--- src/rtl/datapath_sequencer_if.sv ---
`default_nettype none
// ============================================================================
// Module   : datapath_sequencer_if
// Purpose  : Instruction valid/ready handshake between source and sequencer.
// Revision : 1.0
// ============================================================================
interface datapath_sequencer_if;
    logic [7:0] i_instr;
    logic       i_instrValid;
    logic       o_instrReady;

    modport master (output i_instr, output i_instrValid, input o_instrReady);
    modport slave  (input i_instr, input i_instrValid, output o_instrReady);
endinterface
`default_nettype wire

--- src/rtl/datapath_sequencer.sv ---
`default_nettype none
// ============================================================================
// Module   : datapath_sequencer
// Purpose  : Multi-cycle control sequencer for the 8-bit bus datapath.
// Revision : 1.0
// ============================================================================
module datapath_sequencer #(
    parameter int RAM_WAIT = 0
) (
    input  logic                 i_clk,
    input  logic                 i_reset,
    datapath_sequencer_if.slave  if_instr,
    output logic                 o_done,
    output logic                 o_halted,
    input  logic                 i_aluFlagN,
    input  logic                 i_aluFlagZ,
    output logic                 o_flagN,
    output logic                 o_flagZ,
    output logic                 o_ctrlAluOE,
    output logic                 o_ctrlAluSub,
    output logic                 o_ctrlAluShiftLeft,
    output logic                 o_ctrlAluBWr,
    output logic [1:0]           o_ctrlAluOp,
    output logic                 o_ctrlRegWr0,
    output logic                 o_ctrlRegWr1,
    output logic                 o_ctrlRegBusSel,
    output logic                 o_ctrlRegBusEn,
    output logic                 o_ctrlAluSel,
    output logic                 o_ctrlRamAddressEn,
    output logic                 o_ctrlRamWriteEn,
    output logic                 o_ctrlRamReadDataSelect,
    output logic                 o_ctrlRamOE
);

    typedef enum logic [2:0] {
        S_IDLE = 3'd0,
        S_EX1  = 3'd1,
        S_WAIT = 3'd2,
        S_EX2  = 3'd3,
        S_HALT = 3'd4
    } state_t;

    typedef struct packed {
        logic       aluOE;
        logic       aluSub;
        logic       aluShl;
        logic       aluBWr;
        logic [1:0] aluOp;
        logic       regWr0;
        logic       regWr1;
        logic       regBusSel;
        logic       regBusEn;
        logic       aluSel;
        logic       ramAddrEn;
        logic       ramWrEn;
        logic       ramOE;
        logic       done;
    } ctrl_t;

    localparam logic [2:0] c_RAM_WAIT  = 3'(RAM_WAIT);
    localparam logic [1:0] c_CLS_ALU   = 2'b00;
    localparam logic [1:0] c_CLS_LOAD  = 2'b01;
    localparam logic [1:0] c_CLS_STORE = 2'b10;

    state_t     r_state, w_nextState;
    logic [7:0] r_instr, w_instr;
    logic [2:0] r_waitCnt, w_waitCnt;
    ctrl_t      r_ctrl, w_ctrl;
    logic       r_halted, r_flagN, r_flagZ;
    logic       w_ready, w_accept, w_src, w_dst;

    assign w_ready               = (r_state == S_IDLE) & ~r_halted;
    assign w_accept              = if_instr.i_instrValid & w_ready;
    assign if_instr.o_instrReady = w_ready;

    always_comb begin
        w_nextState = r_state;
        w_instr     = r_instr;
        w_waitCnt   = r_waitCnt;
        case (r_state)
            S_IDLE: begin
                if (w_accept) begin
                    w_nextState = S_EX1;
                    w_instr     = if_instr.i_instr;
                end
            end
            S_EX1: begin
                if (r_instr[7:6] == 2'b11) begin
                    w_nextState = r_instr[5] ? S_HALT : S_IDLE;
                end else if ((r_instr[7:6] != c_CLS_ALU) && (c_RAM_WAIT != 3'd0)) begin
                    w_nextState = S_WAIT;
                    w_waitCnt   = c_RAM_WAIT;
                end else begin
                    w_nextState = S_EX2;
                end
            end
            S_WAIT: begin
                w_waitCnt = r_waitCnt - 3'd1;
                if (r_waitCnt <= 3'd1) begin
                    w_nextState = S_EX2;
                end
            end
            S_EX2:   w_nextState = S_IDLE;
            S_HALT:  w_nextState = S_HALT;
            default: w_nextState = S_IDLE;
        endcase
    end

    // Controls are decoded for the state being entered so they register into place on time.
    assign w_src = w_instr[0];
    assign w_dst = w_instr[1];

    always_comb begin
        w_ctrl = '0;
        case (w_nextState)
            S_EX1: begin
                case (w_instr[7:6])
                    c_CLS_ALU: begin
                        w_ctrl.regBusSel = w_src;
                        w_ctrl.regBusEn  = 1'b1;
                        w_ctrl.aluBWr    = 1'b1;
                    end
                    c_CLS_LOAD, c_CLS_STORE: begin
                        w_ctrl.regBusSel = (w_instr[7:6] == c_CLS_STORE) ? w_dst : w_src;
                        w_ctrl.regBusEn  = 1'b1;
                        w_ctrl.ramAddrEn = 1'b1;
                    end
                    default: begin
                        w_ctrl.done = 1'b1;
                        if (!w_instr[5]) begin
                            w_ctrl.regBusSel = w_src;
                            w_ctrl.regBusEn  = 1'b1;
                            w_ctrl.regWr0    = ~w_dst;
                            w_ctrl.regWr1    = w_dst;
                        end
                    end
                endcase
            end
            S_EX2: begin
                w_ctrl.done = 1'b1;
                case (w_instr[7:6])
                    c_CLS_ALU: begin
                        w_ctrl.aluSel = w_dst;
                        w_ctrl.aluOE  = 1'b1;
                        w_ctrl.aluOp  = w_instr[5:4];
                        w_ctrl.aluSub = w_instr[3];
                        w_ctrl.aluShl = w_instr[2];
                        w_ctrl.regWr0 = ~w_dst;
                        w_ctrl.regWr1 = w_dst;
                    end
                    c_CLS_LOAD: begin
                        w_ctrl.ramOE  = 1'b1;
                        w_ctrl.regWr0 = ~w_dst;
                        w_ctrl.regWr1 = w_dst;
                    end
                    c_CLS_STORE: begin
                        w_ctrl.regBusSel = w_src;
                        w_ctrl.regBusEn  = 1'b1;
                        w_ctrl.ramWrEn   = 1'b1;
                    end
                    default: w_ctrl.done = 1'b1;
                endcase
            end
            default: w_ctrl = '0;
        endcase
    end

    always_ff @(posedge i_clk or posedge i_reset) begin
        if (i_reset) begin
            r_state   <= S_IDLE;
            r_instr   <= 8'h00;
            r_waitCnt <= 3'd0;
            r_ctrl    <= '0;
            r_halted  <= 1'b0;
            r_flagN   <= 1'b0;
            r_flagZ   <= 1'b0;
        end else begin
            r_state   <= w_nextState;
            r_instr   <= w_instr;
            r_waitCnt <= w_waitCnt;
            r_ctrl    <= w_ctrl;
            r_halted  <= (w_nextState == S_HALT);
            if ((r_state == S_EX2) && (r_instr[7:6] == c_CLS_ALU)) begin
                r_flagN <= i_aluFlagN;
                r_flagZ <= i_aluFlagZ;
            end
        end
    end

    assign o_done                  = r_ctrl.done;
    assign o_halted                = r_halted;
    assign o_flagN                 = r_flagN;
    assign o_flagZ                 = r_flagZ;
    assign o_ctrlAluOE             = r_ctrl.aluOE;
    assign o_ctrlAluSub            = r_ctrl.aluSub;
    assign o_ctrlAluShiftLeft      = r_ctrl.aluShl;
    assign o_ctrlAluBWr            = r_ctrl.aluBWr;
    assign o_ctrlAluOp             = r_ctrl.aluOp;
    assign o_ctrlRegWr0            = r_ctrl.regWr0;
    assign o_ctrlRegWr1            = r_ctrl.regWr1;
    assign o_ctrlRegBusSel         = r_ctrl.regBusSel;
    assign o_ctrlRegBusEn          = r_ctrl.regBusEn;
    assign o_ctrlAluSel            = r_ctrl.aluSel;
    assign o_ctrlRamAddressEn      = r_ctrl.ramAddrEn;
    assign o_ctrlRamWriteEn        = r_ctrl.ramWrEn;
    assign o_ctrlRamReadDataSelect = 1'b0;
    assign o_ctrlRamOE             = r_ctrl.ramOE;

endmodule
`default_nettype wire

--- src/flat_wrapper.sv ---
// flat-port wrapper written by rule: the top's interface ports become plain ports
module datapath_sequencer_flat 
#(
    parameter int RAM_WAIT = 0
)
  (i_clk, i_reset, o_done, o_halted, i_aluFlagN, i_aluFlagZ, o_flagN, o_flagZ, o_ctrlAluOE, o_ctrlAluSub, o_ctrlAluShiftLeft, o_ctrlAluBWr, o_ctrlAluOp, o_ctrlRegWr0, o_ctrlRegWr1, o_ctrlRegBusSel, o_ctrlRegBusEn, o_ctrlAluSel, o_ctrlRamAddressEn, o_ctrlRamWriteEn, o_ctrlRamReadDataSelect, o_ctrlRamOE, if_instr_i_instr, if_instr_i_instrValid, if_instr_o_instrReady);
  datapath_sequencer_if if_instr_i ();
  input  logic i_clk;
  input  logic i_reset;
  output logic o_done;
  output logic o_halted;
  input  logic i_aluFlagN;
  input  logic i_aluFlagZ;
  output logic o_flagN;
  output logic o_flagZ;
  output logic o_ctrlAluOE;
  output logic o_ctrlAluSub;
  output logic o_ctrlAluShiftLeft;
  output logic o_ctrlAluBWr;
  output logic [1:0] o_ctrlAluOp;
  output logic o_ctrlRegWr0;
  output logic o_ctrlRegWr1;
  output logic o_ctrlRegBusSel;
  output logic o_ctrlRegBusEn;
  output logic o_ctrlAluSel;
  output logic o_ctrlRamAddressEn;
  output logic o_ctrlRamWriteEn;
  output logic o_ctrlRamReadDataSelect;
  output logic o_ctrlRamOE;
  input wire logic [$bits(if_instr_i.i_instr)-1:0] if_instr_i_instr;
  input wire logic [$bits(if_instr_i.i_instrValid)-1:0] if_instr_i_instrValid;
  output wire logic [$bits(if_instr_i.o_instrReady)-1:0] if_instr_o_instrReady;
  assign if_instr_i.i_instr = if_instr_i_instr;
  assign if_instr_i.i_instrValid = if_instr_i_instrValid;
  assign if_instr_o_instrReady = if_instr_i.o_instrReady;
  datapath_sequencer #(.RAM_WAIT(RAM_WAIT)) u_core (.i_clk(i_clk), .i_reset(i_reset), .if_instr(if_instr_i), .o_done(o_done), .o_halted(o_halted), .i_aluFlagN(i_aluFlagN), .i_aluFlagZ(i_aluFlagZ), .o_flagN(o_flagN), .o_flagZ(o_flagZ), .o_ctrlAluOE(o_ctrlAluOE), .o_ctrlAluSub(o_ctrlAluSub), .o_ctrlAluShiftLeft(o_ctrlAluShiftLeft), .o_ctrlAluBWr(o_ctrlAluBWr), .o_ctrlAluOp(o_ctrlAluOp), .o_ctrlRegWr0(o_ctrlRegWr0), .o_ctrlRegWr1(o_ctrlRegWr1), .o_ctrlRegBusSel(o_ctrlRegBusSel), .o_ctrlRegBusEn(o_ctrlRegBusEn), .o_ctrlAluSel(o_ctrlAluSel), .o_ctrlRamAddressEn(o_ctrlRamAddressEn), .o_ctrlRamWriteEn(o_ctrlRamWriteEn), .o_ctrlRamReadDataSelect(o_ctrlRamReadDataSelect), .o_ctrlRamOE(o_ctrlRamOE));
endmodule
--- config.mk ---
export PLATFORM = sky130hd
export DESIGN_NAME = datapath_sequencer_flat
export DESIGN_NICKNAME = d
export VERILOG_FILES = /design/src/rtl/datapath_sequencer_if.sv /design/src/rtl/datapath_sequencer.sv /design/src/flat_wrapper.sv
export SDC_FILE = /design/constraint.sdc
export NUM_CORES = 1
export LEC_CHECK = 0
export ABC_AREA = 1
export CORE_MARGIN = 2
export CORE_UTILIZATION = 49
export DETAILED_ROUTE_END_ITERATION = 10
export PLACE_DENSITY_LB_ADDON = 0.05
export SETUP_SLACK_MARGIN = 0.05
export SLEW_MARGIN = 20
export SYNTH_ARGS = -nofsm -noshare
export SYNTH_HDL_FRONTEND = slang
export SYNTH_SLANG_ARGS = --single-unit
--- constraint.sdc ---
create_clock -name i_clk -period 2.3 [get_ports i_clk]
set_clock_uncertainty 0.1 [all_clocks]
set_input_delay 0.46 -clock i_clk [delete_from_list [all_inputs] [get_ports i_clk]]
set_output_delay 0.46 -clock i_clk [all_outputs]
set_load 0.005 [all_outputs]
* After elaboration in Yosys (flattened, before gate mapping)
Index checks and enable logic that the tools add are counted.
** Word-level totals
- Bits of input ports :: 13
- Logic and storage cells :: 72
- Flip-flop bits (word level) :: 32
** Cells by class
- Equality and inequality tests :: 10
- Reduce and logical (&&, ||, !) cells :: 7
- Order comparisons :: 1
- Bitwise operators :: 4
- Multiplexer cells :: 29
- Add/subtract/negate cells :: 1
** Operators by type and width (count)
- two-way mux 3 bit :: 6
- two-way mux 8 bit :: 2
- two-way mux 2 bit :: 6
- one-hot mux 3 bit (4 select lines) :: 1
- two-way mux 1 bit :: 10
- equality test 3 x 2 -> 1 bit, second input constant :: 3
- one-hot mux 4 bit (2 select lines) :: 1
- equality test 3 x 1 -> 1 bit, second input constant :: 2
- equality test 3 bit, second input constant :: 2
- equality test 2 bit, second input constant :: 2
- zero test 2 bit :: 2
- two-way mux 4 bit :: 1
- one-hot mux 2 bit (2 select lines) :: 1
- OR reduction 2 bit :: 2
- <= comparator 3 x 1 -> 1 bit, second input constant :: 1
- zero test 3 bit :: 1
- OR reduction 3 bit :: 1
- subtractor 3 x 1 -> 3 bit, second input constant :: 1
- AND 1 bit :: 2
- equality test 2 x 1 -> 1 bit, second input constant :: 1
- inverter 1 bit :: 2
- one-hot mux 1 bit (2 select lines) :: 1
- logical AND 1 bit :: 1

* Logic depth before layout (Yosys ltp)
Gate-level depths: netlist of run 1.
- Depth after elaboration :: 9
- Mapped depth :: 13

* Worst setup path before layout of run 1
Ideal clock, no wire load.
- Path kind :: flip-flop to flip-flop
- From :: register u_core.r_halted (netlist: u_core.o_halted)
- To :: register u_core.r_ctrl, in the netlist u_core.o_ctrlRegBusSel
- Period minus slack after synthesis :: 1.983 ns
- Required time :: 2.084 ns
- Arrival :: 1.767 ns
- Setup slack :: 0.317 ns
- Cell stages (with the launch flop) :: 12
- Cell sequence :: dfrtp_1 -> nor2_2 -> nand3_4 -> o21ai_0 -> inv_1 -> ha_1 -> inv_1 -> nand3_1 -> nand3_1 -> nand2_1 -> nand2_1 -> nand2_1
** RTL lines
- start, declared :: RTL line datapath_sequencer.sv:69 : logic r_halted, r_flagN, r_flagZ;
- start signal, assigned :: RTL line datapath_sequencer.sv:182 : r_halted <= (w_nextState == S_HALT);
- end signal, assigned :: RTL line datapath_sequencer.sv:181 : r_ctrl <= w_ctrl;
- end, declared :: RTL line datapath_sequencer.sv:68 : ctrl_t r_ctrl, w_ctrl;

* Worst setup path after layout of run 1
- From :: register u_core.r_state[0]
- To :: output port if_instr_o_instrReady
** On the way
- Longest elaborated chain between the ends :: 2
** Ends and longest elaborated chain
- start, declared :: RTL line datapath_sequencer.sv:65 : state_t r_state, w_nextState;
- start signal, assigned :: RTL line datapath_sequencer.sv:178 : r_state <= w_nextState;
- zero test 3 bit :: RTL line datapath_sequencer.sv:72 : assign w_ready = (r_state == S_IDLE) & ~r_halted;
- AND 1 bit :: RTL line datapath_sequencer.sv:72
- end, declared :: RTL line flat_wrapper.sv:32 : output wire logic [$bits(if_instr_i.o_instrReady)-1:0] if_instr_o_instrReady;
Every way passes these cells.

==> results of run 1 <==
==> Yosys cell counts, types with 3 or more instances <==
library cell and count:
o21ai_0 4, inv_1 24, o21ai_2 4, nand2_1 17, dfrtp_1 32, ha_1 7, nand4_1 4, nand3_1 10
nand2_2 5, nor2_1 11, or2_1 3
==> cell type report <==
class                   count  area share
flip-flops and latches     32       0.409
inverters                  27      0.0528
repair buffers             41       0.196
clock buffers               8      0.0299
well taps                  33      0.0210
multi-input cells          85       0.292
==> worst min path at each step <==
stage | to | slack (ps) | depth (start not counted) | from
after floorplan | u_core.r_waitCnt[1] | 380 | 2 | u_core.r_waitCnt[1]
after global placement | u_core.o_flagZ | 390 | 1 | u_core.o_flagZ
after detailed placement | u_core.o_flagZ | 400 | 1 | u_core.o_flagZ
after CTS | u_core.r_waitCnt[1] | 410 | 3 | i_reset
after global routing | u_core.o_flagZ | 440 | 1 | u_core.o_flagZ
final | u_core.r_instr[5] | 400 | 3 | i_reset
==> per-stage QoR <==
stage	instances	hold WS, ps	power (mW)	setup WS (ps)
finish	226	403	0.937	119
global route	226	436	0.966	59.5
CTS	225	410	0.947	65.5
detailed placement	216	404	0.618	-30.4
global placement	216	386	0.617	36.9
floorplan	146	375	0.588	317
==> power groups by stage <==
| stage | Combinational (mW) | Sequential, mW | Clock, mW |
|---|---|---|---|
| after floorplan | 0.0117 | 0.576 | 0 |
| after global placement | 0.0411 | 0.576 | 0 |
| after detailed placement | 0.0422 | 0.576 | 0 |
| after CTS | 0.0422 | 0.565 | 0.340 |
| after global routing | 0.0463 | 0.565 | 0.354 |
| final | 0.0412 | 0.565 | 0.331 |
==> flip-flops by register name, indices dropped and copies added, names as in the netlist, 2 cells and up <==
signal	flops
u_core.r_instr	8
u_core.r_waitCnt	3
u_core.r_state	3
u_core.o_ctrlAluOp	2
==> routing by layer <==
layer  global-route usage  part of all wire  up-vias
met5                    0                 0        -
met4               0.0909             0.017        0
met3               0.0480             0.032        4
met2                0.320              0.53       18
met1                0.217              0.42      529
li1                     -                 -      545
==> what timing repair did <==
action,CTS,global route
gates cloned,0,0
gates resized for setup,2,0
endpoints found under the setup margin,1,1
setup buffers,1,1
pin swaps,1,0
==> cells by family (layout without fill, tap and decap cells) <==
group,Yosys count,in the layout
flops,32,32
mux,2,2
compound gates,13,13
simple gates,60,60
xor+xnor,2,2
other cells,1,1
buf+inv,29,76
fa+ha+maj,7,7
==> worst min-delay path, cell delays in order <==
cell and delay [ps]:
clkdlybuf4s50_1 390, inv_1 50, buf_4 350
==> results by group, run 1 <==
Status
  – Status: complete, no violations

Routing
  – DRT antenna net count: 0
  – Routed Wire Length: around 2.9 mm
  – Iter 0 DRT Violations: 21
  – Residual DRC: 0
  – WL/cell: approximately 13 um
  – First-pass DRT Iterations: 4
  – Vias per std cell: roughly 4.8
  – Via count: 1,096

Power and ir drop
  – Power Density: between 400 and 500 nW/um^2
  – Combinational share of power: 0.044
  – Clock share of power: 0.353
  – Sequential power share: 0.603
  – Leakage: approximately 1.0 nW
  – Switching power: roughly 0.2 mW
  – Int Pwr: 0.739 mW
  – Max rail drop VDD: approximately 0.34 mV
  – Switching Fraction: 0.211

Floorplanning
  – DIE WIDTH: between 50 and 60 um
  – # rows: 20
  – Die Ht: between 50 and 60 um
  – Initial core utilization: 0.501
  – I/O pin count: 33
  – Core Region: between 2000 and 3000 um^2
  – Full die area: roughly 3500 um^2

Clocking
  – Cts-stage hold buffer count: 0
  – CTS tree: done
  – CTS Root Buffer Type: clkbuf_4
  – Clock transition at the registers of the reported paths: approximately 100 ps
  – Clock Latency Late Sink: roughly 330 ps
  – Clock buffer depth: 2
  – CTS HTree Levels: 2
  – Num CTS Buffers: 5
  – CTS Sinks: 32

Worst setup path
  – CP delay by family, top: buffers and inverters
  – CP Depth: 4
  – Worst r2r dst: u_core.o_ctrlRegBusSel
  – Critical path type: register to output port
  – Critical path buffer and inverter count: 2
  – Crit-path max FO: 4
  – Setup crit end kind: output port
  – Critical path endpoint: if_instr_o_instrReady
  – Slowest Stage Delay on Critical Path: 520 ps
  – R2r startpoint: u_core.r_state[2]
  – Critical-path top delay cell: clkdlybuf4s50_1
  – Worst path required time: roughly 1700 ps
  – CP Cell Sequence: nor2_4 -> inv_1 -> nor3_1 -> clkdlybuf4s50_1
  – CP Data Arrival Time: 1620 ps
  – Worst reg-to-reg setup slack: about 240 ps
  – Critical path launch point: u_core.r_state[0]
  – Worst R2R Path Depth: 10
  – Worst Setup Start Kind: register

Flow run
  – Maxcap violations: 0

Placement
  – Cell Area, Placed: between 1500 and 2000 um^2
  – IO Port Bufs: 31
  – Hpwl dp: roughly 2.1 mm
  – GPL Wtd Cong: just under 0.8

Finish
  – Ratio of cells with drive above 1 in the final layout: 0.212
  – Area grow syn2layout: 31.7%
  – Most frequent cells in the layout: clkdlybuf4s50_1 (31), dfrtp_1 (30), inv_1 (24)
  – Register Area: around 800 um^2
  – Most common cell after layout, fill and taps aside: clkdlybuf4s50_1
  – Final-stage net count: 212
  – Design Area, Final: slightly below 2000 um^2
  – Antenna Cells: 0
  – Filler cell count: about 260
  – Area of the multi-input gates: approximately 570 um^2
  – Finished Core Util: 0.660

Yosys
  – FFs w/ async S/R, synth: 1.00
  – Post-synthesis simple-gate area fraction: 0.231
  – Multiplexer share of the synthesized area: 0.0151
  – Yosys warning count: 0
  – Post-synth top area share: 0.536
  – Xor/xnor cell area share of the yosys netlist: 0.0117
  – Synth Cell Area: 1490 um^2
  – Synth cell types: 28
  – Syn_nets: 166
  – Ys flop type: dfrtp_1
  – Synth area leader: dfrtp_1
  – Sequential share of the synthesized area: 0.536
  – Cells after synthesis: 146
  – Adder-Cell Fraction of Synth Area: 0.0587
  – Syn Area/Cell: 10.2 um^2
  – Yosys reg bits: 32
  – Largest family of logic cells by synthesized area: simple AND/OR/NAND/NOR gates
  – Post-synth EDFFs: 0
  – Synth area leaders: dfrtp_1 (54%), inv_1 (6.0%), ha_1 (5.9%)
  – Synth Area in Compound Gates: 0.0645

Global routing
  – Largest net degree at the start of global routing: 33
  – Grt ovf: 0
  – First-pass GRT wire length: about 4.8 mm
  – GRT Resource Usage Total: 0.187
  – Initial antenna violation count: 0
  – Number of global-route vias before repair: 1,112

STA
  – Post-route minimum period: roughly 2200 ps
  – Fmax: approximately 460 MHz
  – Fin. max-slew vios: 0
  – Final Hold Vio Count: 0
  – Unrepaired setup endpoints after global routing: false
  – Final period utilization: 0.948
  – Final TNS setup: 0 ps
  – Final Setup Violations: 0

Min path
  – Hold/Removal Path Class: primary input to async pin
(Power assumes the default switching activity.)
==> run 2: changes to the inputs <==
- CORE_UTILIZATION: 49 -> 40
- CTS_CLUSTER_DIAMETER: default -> 80
==> results by group, run 2 (synthesis gave the netlist of run 1 again) <==
Finish
  – Biggest regs: u_core.r_instr: 8 flops, u_core.r_state: 3 flops, u_core.r_waitCnt: 3 flops
  – Area grow syn2layout: 34.0%
  – Most common cell after layout, fill and taps aside: clkdlybuf4s50_1
  – Final-stage net count: 210
  – Largest register FFs: 8
  – Ratio of cells with drive above 1 in the final layout: 0.204
  – Design Area, Final: between 2000 and 2500 um^2
  – Antenna Cells: 0
  – Most frequent cells in the layout: clkdlybuf4s50_1 (31), dfrtp_1 (30), inv_1 (24)
  – Largest register by flop count: u_core.r_instr

Power and ir drop
  – Clock share of power: 0.421
  – Power Density: around 520 nW/um^2
  – Switching power: 0.215 mW
  – Sequential power share: 0.540
  – Combinational share of power: 0.039
  – Final Power: around 1.0 mW
  – Max rail drop VDD: between 0.2 and 0.25 mV
  – Int Pwr: about 0.83 mW
  – Switching Fraction: 0.205
  – Leakage: 1.00 nW

Status
  – Status: complete, no violations

Floorplanning
  – Core Region: 3630 um^2
  – DIE WIDTH: between 60 and 70 um
  – Full die area: around 4200 um^2
  – Die Ht: 65.1 um
  – I/O pin count: 33
  – # rows: 22
  – Initial core utilization: 0.411

Worst setup path
  – Critical-path top delay cell: clkdlybuf4s50_1
  – Critical path type: register to output port
  – CP Data Arrival Time: between 1500 and 2000 ps
  – Crit-path max FO: 3
  – Setup crit end kind: output port
  – CP Cell Sequence: nor2_4 -> inv_1 -> nor3_1 -> clkdlybuf4s50_1
  – Critical path buffer and inverter count: 2
  – Worst path required time: roughly 1700 ps
  – Slowest Stage Delay on Critical Path: between 500 and 600 ps
  – Worst Setup Start Kind: register
  – CP delay by family, top: buffers and inverters

Clocking
  – Num CTS Buffers: 5
  – Cts-stage hold buffer count: 0
  – CTS tree: done
  – Clock transition at the registers of the reported paths: roughly 70 ps
  – Clock buffer depth: 2
  – CTS Sinks: 32
  – CTS HTree Levels: 2
  – CTS Root Buffer Type: clkbuf_8
  – Clock Latency Late Sink: roughly 280 ps

Routing
  – WL/cell: 11.8 um
  – Vias per std cell: approximately 4.6
  – Residual DRC: 0
  – Via count: 1,096
  – First-pass DRT Iterations: 4
  – DRT antenna net count: 0
  – Routed Wire Length: approximately 2.8 mm
  – Iter 0 DRT Violations: 24

Global routing
  – Initial antenna violation count: 0
  – Number of global-route vias before repair: between 1,000 and 1,500
  – First-pass GRT wire length: roughly 4.9 mm
  – Largest net degree at the start of global routing: 33
  – Grt ovf: 0
  – GRT Resource Usage Total: 0.157

Placement
  – IO Port Bufs: 31
  – Hpwl dp: 2.12 mm
  – Cell Area, Placed: approximately 1900 um^2
  – GPL Wtd Cong: 0.830

Flow run
  – Maxcap violations: 0

STA
  – Final Hold Vio Count: 0
  – Final Setup Violations: 0
  – Final TNS setup: 0 ps
  – Post-route minimum period: 2170 ps
  – Fmax: 460 MHz
  – Unrepaired setup endpoints after global routing: false
  – Fin. max-slew vios: 0
  – Final period utilization: 0.944

Min path
  – Hold/Removal Path Class: register to register
-- run 2: cell types whose count changed in the layout (fill, tap and decap cells not counted), sizes merged --
cell  change
buf       -2
-- run 2: cell type report --
type | instances | area (um^2)
Fill cell | 343 | 1630
Sequential cell | 32 | 803
Multi-Input combinational cell | 85 | 573
Timing Repair Buffer | 39 | 370
Inverter | 27 | 104
Clock buffer | 8 | 90.1
Tap cell | 48 | 60.1
-- run 2: repair_timing --
item	in CTS	in global routing
gates resized for setup	0	2
buffers inserted	1	1
cloned	0	0
setup endpoints to repair	1	1
pin swaps	1	0
hold endpoints to repair	0	0
-- run 2: path summary, 6_finish.rpt --
kind,start,to,slack (ps),depth (start not counted)
worst min register to register,u_core.o_flagZ,u_core.o_flagZ,410,1
worst min-delay path,u_core.o_flagZ,u_core.o_flagZ,410,1
min in group asynchronous,i_reset,u_core.r_waitCnt[0],460,3
worst max register to register,u_core.r_state[1],u_core.o_ctrlRegBusSel,330,12
worst max-delay path,u_core.r_state[1],if_instr_o_instrReady,130,4
max in group asynchronous,i_reset,u_core.r_state[0],1340,3
-- run 2: routing by layer --
metal  track usage  up-vias  share of wire
li1              -      544              -
met1         0.199      508           0.46
met2         0.242       38           0.46
met3        0.0434        6          0.058
met4        0.0859        0          0.023
met5             0        -              0
-- run 2: worst reg2reg max path, stage by stage, from the launching register on --
cell     delay, ps
dfrtp_2        440
nor2_4         130
buf_4          140
nand3_4         90
o21ai_0        240
inv_1          130
ha_1           210
inv_1           70
nand3_1         80
nand3_1         70
nand2_1         60
nand2_1         50
nand2_1         50
-- run 2: per-stage QoR --
stage	setup WS [ps]	cells	utilization	hold slack, ps
global route	56.9	239	0.551	436
floorplan	317	146	-	375
CTS	61.3	238	0.548	412
global placement	62.4	229	0.521	386
finish	128	239	0.551	406
detailed placement	17.2	229	0.521	399
-- run 2: power groups by stage --
stage	clock network, mW	registers [mW]	logic, mW
2_1_floorplan	0	0.576	0.0117
3_3_place_gp	0	0.576	0.0418
3_5_place_dp	0	0.576	0.0419
4_1_cts	0.450	0.565	0.0423
5_1_grt	0.478	0.565	0.0455
6_report	0.441	0.565	0.0407
==> run 3: changes to the inputs <==
==> constraint.sdc (replaced) <==
create_clock -name i_clk -period 2.3 [get_ports i_clk]
set_clock_uncertainty 0.1 [all_clocks]
set_input_delay 0.345 -clock i_clk [delete_from_list [all_inputs] [get_ports i_clk]]
set_output_delay 0.345 -clock i_clk [all_outputs]
set_load 0.005 [all_outputs]
==> results by group, run 3 (synthesis gave the netlist of run 1 again) <==
Status
  – Status: complete, no violations

Flow run
  – Maxcap violations: 0

Routing
  – Iter 0 DRT Violations: between 50 and 60
  – Routed Wire Length: roughly 2.7 mm
  – Vias per std cell: approximately 4.6
  – WL/cell: between 10 and 15 um
  – First-pass DRT Iterations: 4
  – Via count: about 1,100
  – DRT antenna net count: 0
  – Residual DRC: 0

Power and ir drop
  – Max rail drop VDD: roughly 0.23 mV
  – Sequential power share: 0.549
  – Combinational share of power: 0.039
  – Power Density: 514 nW/um^2
  – Clock share of power: 0.413
  – Int Pwr: a little over 0.8 mW
  – Switching power: approximately 0.20 mW
  – Switching Fraction: 0.194
  – Leakage: around 1 nW

Worst setup path
  – CP Data Arrival Time: about 1700 ps
  – Worst path required time: about 1900 ps
  – Setup crit end kind: output port
  – Worst Setup Start Kind: register
  – Worst reg-to-reg setup slack: between 300 and 400 ps
  – Crit-path max FO: 5
  – Critical path type: register to output port

Finish
  – Largest register FFs: 8
  – Area grow syn2layout: 34.3%
  – Filler cell count: ~330
  – Biggest regs: u_core.r_instr: 8 flops, u_core.r_state: 3 flops, u_core.r_waitCnt: 3 flops
  – Most frequent cells in the layout: clkdlybuf4s50_1 (31), dfrtp_1 (31), inv_1 (24)
  – Largest register by flop count: u_core.r_instr
  – Final-stage net count: 209
  – Antenna Cells: 0
  – Ratio of cells with drive above 1 in the final layout: 0.195
  – Cell Count, Final, Fillers Out: between 200 and 250

Clocking
  – CTS Root Buffer Type: clkbuf_8
  – Clock buffer depth: 2
  – CTS HTree Levels: 2
  – Num CTS Buffers: 5
  – Clock transition at the registers of the reported paths: roughly 60 ps
  – CTS Sinks: 32
  – CTS tree: done
  – Clock Latency Late Sink: between 200 and 300 ps

Floorplanning
  – Die Ht: between 60 and 70 um
  – Initial core utilization: 0.411
  – Full die area: 4240 um^2
  – DIE WIDTH: 65.1 um
  – # rows: 22
  – I/O pin count: 33
  – Core Region: roughly 3600 um^2

Global routing
  – First-pass GRT wire length: 4.84 mm
  – Largest net degree at the start of global routing: 33
  – GRT Resource Usage Total: 0.155
  – Initial antenna violation count: 0
  – Grt ovf: 0
  – Number of global-route vias before repair: about 1,100

Min path
  – Hold/Removal Path Class: primary input to async pin

STA
  – Final Hold Vio Count: 0
  – Fin. max-slew vios: 0
  – Fmax: about 480 MHz
  – Final Setup Violations: 0
  – Final TNS setup: 0 ps
  – Unrepaired setup endpoints after global routing: false
  – Final period utilization: 0.912
  – Post-route minimum period: 2100 ps

Placement
  – IO Port Bufs: 31
  – Placed Cells: between 200 and 250
  – Hpwl dp: ~2.1 mm
  – GPL Wtd Cong: roughly 0.83
[run 3: cell count changes in the layout (fill, tap and decap cells not counted), sizes merged]
cell and delta:
buf -1
[run 3: timing repair]
| action | in CTS | in global routing |
|---|---|---|
| gates resized for setup | 0 | 1 |
| hold buffers | 0 | 0 |
| endpoints found under the setup margin | 0 | 1 |
| setup buffers | 0 | 2 |
[run 3: layer usage]
layer,track usage,part of all wire,vias to the layer above
met5,0,0,-
met4,0.0807,0.025,0
met3,0.0486,0.065,8
met2,0.241,0.46,38
met1,0.193,0.45,510
li1,-,-,543
[run 3: critical path: stages, from the launching register on]
cell	delay [ps]
dfrtp_2	460
nor2_4	160
inv_1	80
nor3_1	140
clkdlybuf4s50_1	530
[run 3: stage by stage]
step | instance area (um^2) | util | total power [mW] | hold WS, ps | setup slack, ps
after floorplan | 1490 | - | 0.588 | 361 | 317
after global placement | 1890 | 0.519 | 0.616 | 386 | 142
after detailed placement | 1890 | 0.519 | 0.617 | 395 | 90.2
after CTS | 1980 | 0.544 | 1.05 | 370 | 118
after global routing | 2000 | 0.552 | 1.08 | 407 | 90.2
final | 2000 | 0.552 | 1.03 | 357 | 202
[run 3: power by group through the flow]
| stage | clock [mW] | combinational, mW | sequential (mW) |
|---|---|---|---|
| global placement | 0 | 0.0405 | 0.576 |
| global route | 0.470 | 0.0443 | 0.565 |
| finish | 0.426 | 0.0397 | 0.566 |
| floorplan | 0 | 0.0117 | 0.576 |
| CTS | 0.442 | 0.0413 | 0.566 |
| detailed placement | 0 | 0.0408 | 0.576 |
[run 3: worst paths after layout]
path / depth (start not counted) / end / startpoint
max reg2reg: 12 / u_core.o_ctrlRegBusSel / u_core.r_state[1]
min in group i_clk: 1 / u_core.o_flagZ / u_core.o_flagZ
max: 4 / if_instr_o_instrReady / u_core.r_state[1]
min reg2reg: 1 / u_core.o_flagZ / u_core.o_flagZ
min: 3 / u_core.r_waitCnt[2] / i_reset
max in group asynchronous: 3 / u_core.r_state[1] / i_reset
[run 3: final cells by class]
type	instances	area (um^2)	share of cell area
Sequential cell	32	802	0.400
Multi-Input combinational cell	85	573	0.286
Timing Repair Buffer	38	375	0.187
Inverter	27	104	0.0518
Clock buffer	8	90.1	0.0449
Tap cell	48	60.1	0.0300
==> RTL change, RTL diff (settings of run 3) <==
Encoding of `state_t`: now one-hot (5 bits for 5 states).
--- a/src/rtl/datapath_sequencer.sv
+++ b/src/rtl/datapath_sequencer.sv
@@ -33,10 +33,10 @@
 );
 
-    typedef enum logic [2:0] {
-        S_IDLE = 3'd0,
-        S_EX1  = 3'd1,
-        S_WAIT = 3'd2,
-        S_EX2  = 3'd3,
-        S_HALT = 3'd4
+    typedef enum logic [4:0] {
+        S_IDLE = 5'b00001,
+        S_EX1  = 5'b00010,
+        S_WAIT = 5'b00100,
+        S_EX2  = 5'b01000,
+        S_HALT = 5'b10000
     } state_t;
 
Check against the original RTL: same outputs for any inputs over 10 cycles, from zero or initial values and one cycle with i_reset high; not proved beyond that.
==> RTL change against run 3 <==
  * Final area is 0.62% higher
  * Setup slack worse by 16 ps
  * Die area is 1.4% higher
  * Non-clock buffer count is 1 lower
  * Area after synthesis is 1.5% higher
  * Sequential cell count is 2 higher
  * Core utilization is 0.073 points lower
  * Via count is 0.45% lower
  * Wire length is 10% higher
  * Critical endpoint is now u_core.o_ctrlRegWr0
  * Largest cell class unchanged
Power is not compared: it rests on default switching activity, and its combinational part moved more than twofold at a synthesized area within 25%.
==> RTL change: results <==
[outcome]
status = "complete, no violations"

[detailed_routing]
routedWlPerCell_um = 12.5
drt_iter0_drc = 29
vias_per_cell = 4.52
postRouteWirelength_um = 3020

[global_routing]
grt_max_degree = 35
first_global_vias = 1128
grt_usage_pct = 16.5
antenna_found_initial = 0
grt_pass1_wl_um = 5200

[cells_and_area]
insertedDiodeCount = 0
drive_gt1_share_pct = 20.6
fillers = 314
reg_top3 = "u_core.r_instr x8, u_core.r_state x5, u_core.r_waitCnt x3"
regMostFlops = "u_core.r_instr"
nNetsFinal = 212

[clock_network]
cts-root-buf = "clkbuf_8"
clockBufferDepth = 2
htreeDepth = 2
clock_latency_ps = 280
clk_pin_slew_ps = 70
cts_made_buffers = 5

[worst_setup_path]
path_max_fanout = 9
r2r.worst_path.cells = 9
cp.arrival_ps = 2180

[placed_design]
dp.cells = 233
gp_congestion = 0.831
dp_hpwl_um = 2210
dp_slack_ps = 0.651

[yosys]
syn_area_per_cell_um2 = 10.0
synth_warnings = 0
syn_nets = 170
yosysSeqAreaShare_pct = 56.2
async_flop_share_pct = 100
ys_top_cells_by_count = "33 x dfrtp_1, 26 x inv_1, 19 x nand2_1"
ys_top_cells_by_area = "dfrtp_1 55%, inv_1 6.4%, ha_1 5.0%"

[timing]
fmax_mhz = 473
period_share_pct = 91.9

[power]
irDropWorstVdd_v = 0.000577
==> RTL change: cell families (layout without fill, tap and decap cells) <==
family          count (synthesis)  after routing  synth area share (%)
buf+inv                        31             74                  8.17
flops                          34             34                  56.2
fa+ha+maj                       6              6                  4.95
xor+xnor                        2              2                  1.16
simple gates                   56             56                  20.0
compound gates                 19             19                  7.76
mux                             2              2                  1.49
other cells                     1              1                 0.247
==> RTL change: critical path, stage by stage (launching register included) <==
cell	delay [ps]
dfrtp_2	450
nor2_4	130
nand2_2	70
nor2_4	180
nand3_4	150
o21ai_1	250
inv_1	130
ha_1	220
o21ai_0	200
a21oi_1	110
==> RTL change: through the flow <==
stage	power (mW)	area (um^2)	util, %
after global placement	1.71	1910	52.1
after detailed placement	1.74	1910	52.1
after global routing	2.36	2020	55.1
after floorplan	1.40	1520	-
final	2.19	2020	55.1
after CTS	2.20	2000	54.6
==> RTL change: power by group <==
group / total, mW / switching, mW / internal, mW
sequential: 0.799 / 0.0535 / 0.745
combinational: 0.949 / 0.544 / 0.405
clock: 0.445 / 0.204 / 0.241
==> RTL change: layout make-up <==
cell class / instances / area share, %
Multi-Input combinational cell: 86 / 27.0
Tap cell: 48 / 2.98
Sequential cell: 34 / 42.3
Inverter: 29 / 5.40
Clock buffer: 7 / 4.28
Clock inverter: 1 / 0.248
Timing Repair Buffer: 37 / 17.7
==> RTL change: routing by layer <==
| layer | vias to the layer above | track usage, % | wire [um] |
|---|---|---|---|
| met5 | - | 0 | 0 |
| met3 | 5 | 4.79 | 89 |
| met1 | 521 | 20.4 | 1420 |
| li1 | 550 | - | - |
| met4 | 0 | 8.59 | 61 |
| met2 | 18 | 26.0 | 1440 |
==> RTL change: repair_timing <==
| item | CTS | global route |
|---|---|---|
| endpoints found under the setup margin | 0 | 11 |
| buffers inserted | 0 | 1 |
| gates resized for setup | 0 | 7 |
==> RTL change: path summary, 6_finish.rpt <==
path | endpoint | slack, ps | start
max in group asynchronous | u_core.r_state[0] | 1410 | i_reset
min in group i_clk | u_core.r_waitCnt[2] | 380 | u_core.r_waitCnt[2]
setup / recovery | u_core.o_ctrlRegWr0 | 190 | u_core.r_state[3]
setup reg to reg | u_core.o_ctrlRegWr0 | 190 | u_core.r_state[3]
hold / removal | u_core.o_ctrlAluOE | 350 | i_reset
hold reg to reg | u_core.r_waitCnt[2] | 380 | u_core.r_waitCnt[2]
